File: src/rtl/gate_bist_if.sv
// Bus bundle for gate_bist: run control, golden signature and status/observation outputs.
interface gate_bist_if #(
  parameter int N_IN  = 4,
  parameter int SIG_W = 16
);
  logic             start;
  logic             abort;
  logic [SIG_W-1:0] expected_sig;
  logic [N_IN-1:0]  pat;
  logic             pat_valid;
  logic [9:0]       gate_out;
  logic             gate_valid;
  logic [SIG_W-1:0] signature;
  logic             busy;
  logic             done;
  logic             pass;

  modport master (
    output start, abort, expected_sig,
    input  pat, pat_valid, gate_out, gate_valid, signature, busy, done, pass
  );

  modport slave (
    input  start, abort, expected_sig,
    output pat, pat_valid, gate_out, gate_valid, signature, busy, done, pass
  );
endinterface

File: src/rtl/gate_bist.sv
// gate_bist: pattern generator (counter or LFSR) -> ten-gate bank -> registered
// outputs -> MISR, with a golden-signature compare latched when the run ends.
module gate_bist #(
  parameter int               N_IN      = 4,
  parameter int               PAT_MODE  = 0,
  parameter int               N_PAT     = 15,
  parameter logic [N_IN-1:0]  LFSR_TAPS = N_IN'(4'b1100),
  parameter logic [N_IN-1:0]  LFSR_SEED = N_IN'(4'b0001),
  parameter int               SIG_W     = 16,
  parameter logic [SIG_W-1:0] POLY      = SIG_W'(16'h1021)
) (
  input logic        clk,
  input logic        rst_n,
  gate_bist_if.slave bus
);

  localparam int              P        = (PAT_MODE == 1) ? N_PAT : (1 << N_IN);
  localparam logic [8:0]      LAST_IDX = 9'(P - 1);
  // An all-zero LFSR would lock up, so a zero seed is promoted to 1.
  localparam logic [N_IN-1:0] SEED_EFF = (LFSR_SEED == '0) ? N_IN'(1) : LFSR_SEED;
  localparam logic [N_IN-1:0] PAT_INIT = (PAT_MODE == 1) ? SEED_EFF : '0;

  typedef enum logic [1:0] {S_IDLE, S_RUN, S_DONE} state_e;

  state_e           state_q, state_d;
  logic [N_IN-1:0]  pat_q, pat_nxt;
  logic             pat_valid_q;
  logic [9:0]       gate_out_q, gate_d;
  logic             gate_valid_q;
  logic [SIG_W-1:0] sig_q, sig_d;
  logic             pass_q;
  logic [8:0]       idx_q;
  logic             pair_or;

  // Gate bank on the live pattern; an unpaired top bit feeds the AND-OR directly.
  always_comb begin
    pair_or = 1'b0;
    for (int i = 0; i + 1 < N_IN; i += 2) pair_or = pair_or | (pat_q[i] & pat_q[i+1]);
    if (N_IN % 2 == 1) pair_or = pair_or | pat_q[N_IN-1];
    gate_d[0] = &pat_q;
    gate_d[1] = |pat_q;
    gate_d[2] = ^pat_q;
    gate_d[3] = ~(&pat_q);
    gate_d[4] = ~(|pat_q);
    gate_d[5] = ~(^pat_q);
    gate_d[6] = ~pat_q[0];
    gate_d[7] = pat_q[0];
    gate_d[8] = pair_or;
    gate_d[9] = ~pair_or;
  end

  // Next pattern: up-counter or Fibonacci LFSR shifting toward the MSB.
  always_comb begin
    if (PAT_MODE == 1) pat_nxt = {pat_q[N_IN-2:0], ^(pat_q & LFSR_TAPS)};
    else               pat_nxt = pat_q + N_IN'(1);
  end

  // MISR step, taken only when the registered gate outputs are valid.
  always_comb begin
    sig_d = sig_q;
    if (gate_valid_q)
      sig_d = {sig_q[SIG_W-2:0], 1'b0} ^ (sig_q[SIG_W-1] ? POLY : '0) ^ SIG_W'(gate_out_q);
  end

  // Next-state: abort dominates; RUN ends once the last pattern has drained through the MISR.
  always_comb begin
    state_d = state_q;
    if (bus.abort) state_d = S_IDLE;
    else begin
      case (state_q)
        S_RUN:   if (!pat_valid_q) state_d = S_DONE;
        default: if (bus.start) state_d = S_RUN;
      endcase
    end
  end

  // State register.
  always_ff @(posedge clk or negedge rst_n) begin
    if (!rst_n) state_q <= S_IDLE;
    else        state_q <= state_d;
  end

  // Datapath: pattern walk, gate capture, MISR and pass latch.
  always_ff @(posedge clk or negedge rst_n) begin
    if (!rst_n) begin
      pat_q        <= '0;
      pat_valid_q  <= 1'b0;
      gate_out_q   <= '0;
      gate_valid_q <= 1'b0;
      sig_q        <= '0;
      pass_q       <= 1'b0;
      idx_q        <= '0;
    end else if (bus.abort) begin
      // Signature is left intact for post-mortem inspection.
      pat_valid_q  <= 1'b0;
      gate_valid_q <= 1'b0;
      pass_q       <= 1'b0;
    end else begin
      case (state_q)
        S_RUN: begin
          gate_out_q   <= gate_d;
          gate_valid_q <= pat_valid_q;
          sig_q        <= sig_d;
          if (pat_valid_q) begin
            if (idx_q < LAST_IDX) begin
              pat_q <= pat_nxt;
              idx_q <= idx_q + 9'd1;
            end else begin
              pat_valid_q <= 1'b0;
            end
          end else begin
            pass_q <= (sig_d == bus.expected_sig);
          end
        end
        default: begin
          if (bus.start) begin
            pat_q        <= PAT_INIT;
            idx_q        <= '0;
            pat_valid_q  <= 1'b1;
            gate_valid_q <= 1'b0;
            sig_q        <= '0;
            pass_q       <= 1'b0;
          end
        end
      endcase
    end
  end

  assign bus.pat        = pat_q;
  assign bus.pat_valid  = pat_valid_q;
  assign bus.gate_out   = gate_out_q;
  assign bus.gate_valid = gate_valid_q;
  assign bus.signature  = sig_q;
  assign bus.busy       = (state_q == S_RUN);
  assign bus.done       = (state_q == S_DONE);
  assign bus.pass       = pass_q;

endmodule

File: src/flat_wrapper.sv
// flat-port wrapper written by rule: the top's interface ports become plain ports
module gate_bist_flat 
#(
  parameter int               N_IN      = 4,
  parameter int               PAT_MODE  = 0,
  parameter int               N_PAT     = 15,
  parameter logic [N_IN-1:0]  LFSR_TAPS = N_IN'(4'b1100),
  parameter logic [N_IN-1:0]  LFSR_SEED = N_IN'(4'b0001),
  parameter int               SIG_W     = 16,
  parameter logic [SIG_W-1:0] POLY      = SIG_W'(16'h1021)
)
  (clk, rst_n, bus_start, bus_abort, bus_expected_sig, bus_pat, bus_pat_valid, bus_gate_out, bus_gate_valid, bus_signature, bus_busy, bus_done, bus_pass);
  gate_bist_if #(.N_IN(N_IN), .SIG_W(SIG_W)) bus_i ();
  input logic clk;
  input logic rst_n;
  input wire logic [$bits(bus_i.start)-1:0] bus_start;
  input wire logic [$bits(bus_i.abort)-1:0] bus_abort;
  input wire logic [$bits(bus_i.expected_sig)-1:0] bus_expected_sig;
  output wire logic [$bits(bus_i.pat)-1:0] bus_pat;
  output wire logic [$bits(bus_i.pat_valid)-1:0] bus_pat_valid;
  output wire logic [$bits(bus_i.gate_out)-1:0] bus_gate_out;
  output wire logic [$bits(bus_i.gate_valid)-1:0] bus_gate_valid;
  output wire logic [$bits(bus_i.signature)-1:0] bus_signature;
  output wire logic [$bits(bus_i.busy)-1:0] bus_busy;
  output wire logic [$bits(bus_i.done)-1:0] bus_done;
  output wire logic [$bits(bus_i.pass)-1:0] bus_pass;
  assign bus_i.start = bus_start;
  assign bus_i.abort = bus_abort;
  assign bus_i.expected_sig = bus_expected_sig;
  assign bus_pat = bus_i.pat;
  assign bus_pat_valid = bus_i.pat_valid;
  assign bus_gate_out = bus_i.gate_out;
  assign bus_gate_valid = bus_i.gate_valid;
  assign bus_signature = bus_i.signature;
  assign bus_busy = bus_i.busy;
  assign bus_done = bus_i.done;
  assign bus_pass = bus_i.pass;
  gate_bist #(.N_IN(N_IN), .PAT_MODE(PAT_MODE), .N_PAT(N_PAT), .LFSR_TAPS(LFSR_TAPS), .LFSR_SEED(LFSR_SEED), .SIG_W(SIG_W), .POLY(POLY)) u_core (.clk(clk), .rst_n(rst_n), .bus(bus_i));
endmodule
File: config.mk
export PLATFORM = sky130hd
export DESIGN_NAME = gate_bist_flat
export DESIGN_NICKNAME = d
export VERILOG_FILES = /design/src/rtl/gate_bist_if.sv /design/src/rtl/gate_bist.sv /design/src/flat_wrapper.sv
export SDC_FILE = /design/constraint.sdc
export NUM_CORES = 1
export LEC_CHECK = 0
export CORE_UTILIZATION = 54
export CTS_CLUSTER_DIAMETER = 100
export CTS_CLUSTER_SIZE = 20
export DETAILED_ROUTE_END_ITERATION = 10
export PLACE_DENSITY = 0.86
export SYNTH_ARGS = -nofsm -noshare
export SYNTH_HDL_FRONTEND = slang
export SYNTH_SLANG_ARGS = --single-unit
File: constraint.sdc
create_clock -name clk -period 2.6 [get_ports clk]
set_input_delay 0.78 -clock clk [delete_from_list [all_inputs] [get_ports clk]]
set_output_delay 0.78 -clock clk [all_outputs]
set_load 0.005 [all_outputs]
# Word-level counts from Yosys, hierarchy flattened

Cells that the tools add are included.

Input port bits: 20
Output and inout bits: 35
Register bits after elaboration: 44
Logic and storage cells: 64

$add $sub $neg: 2
Reductions and logical operators: 9
Eq/ne operators: 6
Muxes and demuxes: 27
Magnitude comparators: 1
Bitwise operators: 11

Operator list:

| kind                | number |
|---|---|
| $mux 16             | 3 |
| $mux 9              | 4 |
| $eq 16x16->1        | 1 |
| $mux 4              | 4 |
| $xor 16x10->16      | 1 |
| $xor 16x16->16      | 1 |
| $mux 13             | 1 |
| $mux 1              | 11 |
| $add 9x1->9 const B | 1 |
| $lt 9x4->1 const B  | 1 |
| $mux 2              | 4 |
| $reduce_and 4->1    | 2 |
| $not 1->1           | 6 |
| $reduce_and 2->1    | 3 |
| $add 4x1->4 const B | 1 |
| $ne 2x1->1 const B  | 2 |
| $reduce_or 4->1     | 1 |
| $reduce_xor 4->1    | 1 |
| $ne 3x3->1 const B  | 1 |
| $reduce_bool 3->1   | 1 |
| $and 1x1->1         | 2 |
| $eq 2x1->1 const B  | 1 |
| $eq 2x2->1 const B  | 1 |
| $reduce_bool 2->1   | 1 |
| $or 1x1->1          | 1 |

# Depth between registers and ports, before layout

Gate-level depths: netlist of run 1.

Depth after elaboration: 8
Depth in mapped cells: 6
Mapped depth without buffers: 6

# Worst setup path after synthesis of run 1

No wires, ideal clock.

Path kind: input to register
From: input bus_abort
To: register u_core.idx_q[6]
Buffers on the path: 1
Data arrival time: 1994 ps
Data required time: 2475 ps
Setup time: 125 ps
Stages: 6
Setup slack: 481 ps
Cell sequence: buf_6 nor3b_4 o2111ai_4 a2111oi_2 xnor2_1 nor2_1

Longest elaborated chain between the ends: 2

Ends and longest elaborated chain:

| what                              | RTL line           | source |
|---|---|---|
| from (decl)                       | flat_wrapper.sv:17 | `input wire logic [$bits(bus_i.abort)-1:0] bus_abort;` |
| $not 1->1 (no source line)        | -                  |  |
| $reduce_and 4->1 (no source line) | -                  |  |
| to (signal assigned)              | gate_bist.sv:107   | `idx_q <= idx_q + 9'd1;` |
| to (decl)                         | gate_bist.sv:32    | `logic [8:0] idx_q;` |

No other way between the ends.
A chain may end at the register's enable or synchronous reset.

# Worst setup path after layout of run 1

From: register u_core.state_q[1]
To: output bus_busy

Longest elaborated chain between the ends: 1

Ends and longest elaborated chain:

| what                   | RTL line           | source |
|---|---|---|
| from (decl)            | gate_bist.sv:25    | `state_e state_q, state_d;` |
| from (signal assigned) | gate_bist.sv:80    | `else state_q <= state_d;` |
| $eq 2x1->1             | gate_bist.sv:134   | `assign bus.busy = (state_q == S_RUN);` |
| to (decl)              | flat_wrapper.sv:24 | `output wire logic [$bits(bus_i.busy)-1:0] bus_busy;` |

No other way between the ends.

==> summary.md, run 1 <==
| Metric | Value |
|---|---|
| Status | `completed` |
| Hold_buf cts | `0` |
| Least-Margin Pin Slew | `approximately 0.83 ns` |
| DR iter-0 viols | `140` |
| Cell Pwr Density | `~540 mW/mm2` |
| Routed WL per cell | `16.4 um` |
| Post-Synthesis Cells | `roughly 240` |
| Post-CTS setup buffers | `0` |
| Clk pin slew, worst setup/hold paths | `roughly 0.090 ns` |
| TNS Setup | `0 ns` |
| Nets | `approximately 320` |
| CP max FO | `6` |
| Critical path startpoint category | `flip-flop` |
| Die area | `between 0.004 and 0.005 mm2` |
| Ratio of cells with drive above 1 in the final layout | `0.0839` |
| VDD IR-drop max | `~420 uV` |
| Clk buf depth | `2` |
| Fin Clk Skew | `between 0.009 and 0.01 ns` |
| Min-delay worst type | `flip-flop to flip-flop` |
| Period utilization | `0.937` |
| Reg2reg start | `u_core.state_q[1]` |
| DRC viols | `0` |
| Clock root cell | `clkbuf_8` |
| Critical Path Sink | `bus_busy` |
| Worst R2R End | `u_core.bus.signature[14]` |
| CTS tree | `built` |
| R2R depth | `6` |
| Netlist cell types | `41` |
| Post-DRT Antenna Nets | `0` |
| Slew margin rel. | `0.442` |
| Yosys reg bits | `between 40 and 50` |
| Fin crit period | `2.44 ns` |
| Synth Flop Type | `dfrtp_1` |
| Post-Route WL | `5.76 mm` |
| TritonRoute pass-1 iters | `4` |
| DP HPWL | `between 4 and 5 mm` |
| CTS resizes | `0` |
| CP Class | `flip-flop to output pin` |
| Post-synth EDFFs | `0` |
| Critical path startpoint | `u_core.state_q[1]` |
| Total gr overflow | `0` |
| Count of final setup violators | `0` |
| First-pass GRT wire length | `9.87 mm` |
| Crit path DAT | `between 1.5 and 2 ns` |
| Num CTS Buffers | `5` |
| Largest net degree at the start of global routing | `45` |
| Area grow syn2layout | `29.6%` |
| Syn_nets | `260` |
| RePlAce Congestion | `0.873` |
| Antenna violations before repair | `0` |
| Vias in the first global route | `roughly 1900` |
| Synth Cell Area | `around 0.0024 mm2` |
| Fmax | `0.411 GHz` |
| # H-tree levels | `2` |
| Max-slew violation count | `0` |
| Antenna cells | `0` |
| Vias | `approximately 2000` |
| Critical Path Sink Type | `output pin` |
| Placed cells | `approximately 340` |
| Skew-Pair Late Insertion Delay | `0.30 ns` |
| Worst EP required | `approximately 1.8 ns` |
| # rows | `24` |
| Sink Count | `44` |
| Maxcap violations | `0` |
| Reg2reg setup slack | `~0.54 ns` |
| Seq/Total Area, Yosys | `0.450` |
| Top Ports | `55` |
| RSZ-0062 raised after global routing | `no` |
| Mapped Avg Cell Area | `10.4 um2` |
| Post-synth ARST share | `1.00` |
| Final core occ | `0.729` |
| Initial Util | `0.562` |
| Port Buf Inserts | `54` |
| Synth warnings | `0` |
| Die H | `between 60 and 70 um` |
| Routed vias/inst | `between 5 and 6` |
| Hold Vio Cnt, Final | `0` |
| Final Non-Filler Cells | `350` |
| Core area | `between 0.004 and 0.005 mm2` |
| Die Width | `around 70 um` |
| LEAKAGE | `1.37 nW` |
| Global-route usage over all layers | `0.262` |
-- power by group --
part	total (W)	internal (W)	switching (W)
registers	0.000825	0.000742	0.0000828
clock network	0.000447	0.000216	0.000231
logic	0.000453	0.000272	0.000181
-- sequential cells by signal (all words and copies together), names as in the netlist --
signal and cells:
u_core.bus.pass 1, u_core.bus.signature 16, u_core.state_q 2, u_core.bus.gate_out 10, u_core.bus.pat 4, u_core.bus.gate_valid 1, u_core.bus.pat_valid 1, u_core.idx_q 9
-- synth_stat cells, types with 2 or more instances --
library cell	n	area share
o21ai_0	15	0.031
o211ai_1	2	0.0061
o31ai_1	3	0.0092
a21oi_1	7	0.014
nor2b_1	3	0.0077
ha_1	5	0.026
o21a_1	4	0.012
xnor2_1	24	0.086
inv_1	8	0.012
nand3_1	11	0.022
and2_1	3	0.0077
a31oi_1	3	0.0077
nor2_1	11	0.017
nand2_1	26	0.040
a22o_1	12	0.043
xnor3_1	4	0.037
nand2b_1	3	0.0077
dfrtp_1	44	0.45
nand4_1	4	0.010
nor3_1	3	0.0061
xor2_1	15	0.054
clkbuf_1	6	0.0092
-- logic make-up (layout without fill, tap and decap cells) --
| group | Yosys count | in the layout | synth area share |
|---|---|---|---|
| multiplexers | 2 | 2 | 0.00869 |
| AND/OR/NAND/NOR | 69 | 69 | 0.139 |
| flip-flops | 44 | 44 | 0.450 |
| XOR/XNOR | 44 | 44 | 0.186 |
| adder cells (fa/ha/maj) | 5 | 5 | 0.0255 |
| buffers and inverters | 18 | 81 | 0.0322 |
| AO/OA/AOI/OAI | 53 | 53 | 0.159 |
-- worst min path at each step --
stage / slack, ns / cells after the start / endpoint / from
floorplan: 0.45 / 1 / u_core.idx_q[8] / u_core.idx_q[8]
global placement: 0.47 / 1 / u_core.idx_q[8] / u_core.idx_q[8]
detailed placement: 0.47 / 1 / u_core.idx_q[8] / u_core.idx_q[8]
CTS: 0.50 / 1 / u_core.idx_q[8] / u_core.idx_q[8]
global route: 0.51 / 1 / u_core.idx_q[8] / u_core.idx_q[8]
finish: 0.49 / 1 / u_core.idx_q[8] / u_core.idx_q[8]
-- worst max-delay path, cell delays in order (launching register included) --
cell	delay, ns
dfrtp_1	0.44
nand2b_1	0.26
inv_1	0.15
clkdlybuf4s50_1	0.51
-- layer usage --
metal / wire length, um / part of all wire / track usage / vias to the layer above
met1: 2400 / 0.42 / 0.362 / 981
met3: 320 / 0.056 / 0.0378 / 12
met4: 111 / 0.019 / 0.0884 / 0
met2: 2920 / 0.51 / 0.426 / 79
li1: - / - / - / 949
met5: 0 / 0 / 0 / -
-- stage by stage --
stage	total power (W)	hold slack (ns)	setup WS, ns	instance area, um2
floorplan	0.00106	0.454	0.481	2450
global placement	0.00128	0.472	0.0940	3080
detailed placement	0.00129	0.472	0.0528	3080
CTS	0.00174	0.496	0.167	3170
global route	0.00181	0.513	0.106	3170
finish	0.00173	0.487	0.165	3170
-- placed cells by master, fill, tap and decap left out, drive strengths merged, types with 8 or more instances in the layout --
master         count
clkdlybuf4s50     53
dfrtp             44
nand2             26
xnor2             24
o21ai             15
xor2              15
a22o              12
nand3             11
nor2              11
buf               11
inv                8
-- area by class of cell --
type                            instances  area, um2
Clock buffer                            7       86.3
Clock inverter                          1       7.51
Inverter                                9       33.8
Tap cell                               52       65.1
Fill cell                             330       1180
Timing Repair Buffer                   64        611
Sequential cell                        44       1100
Multi-Input combinational cell        173       1270
Note: power is estimated with default switching activity, not from simulation.
==> inputs of run 2 (changes only) <==
Settings changed: SKIP_LAST_GASP from default to 1.
==> results of run 2 <==
Same layout as run 1: the final DEF is identical, and so are final timing and power.
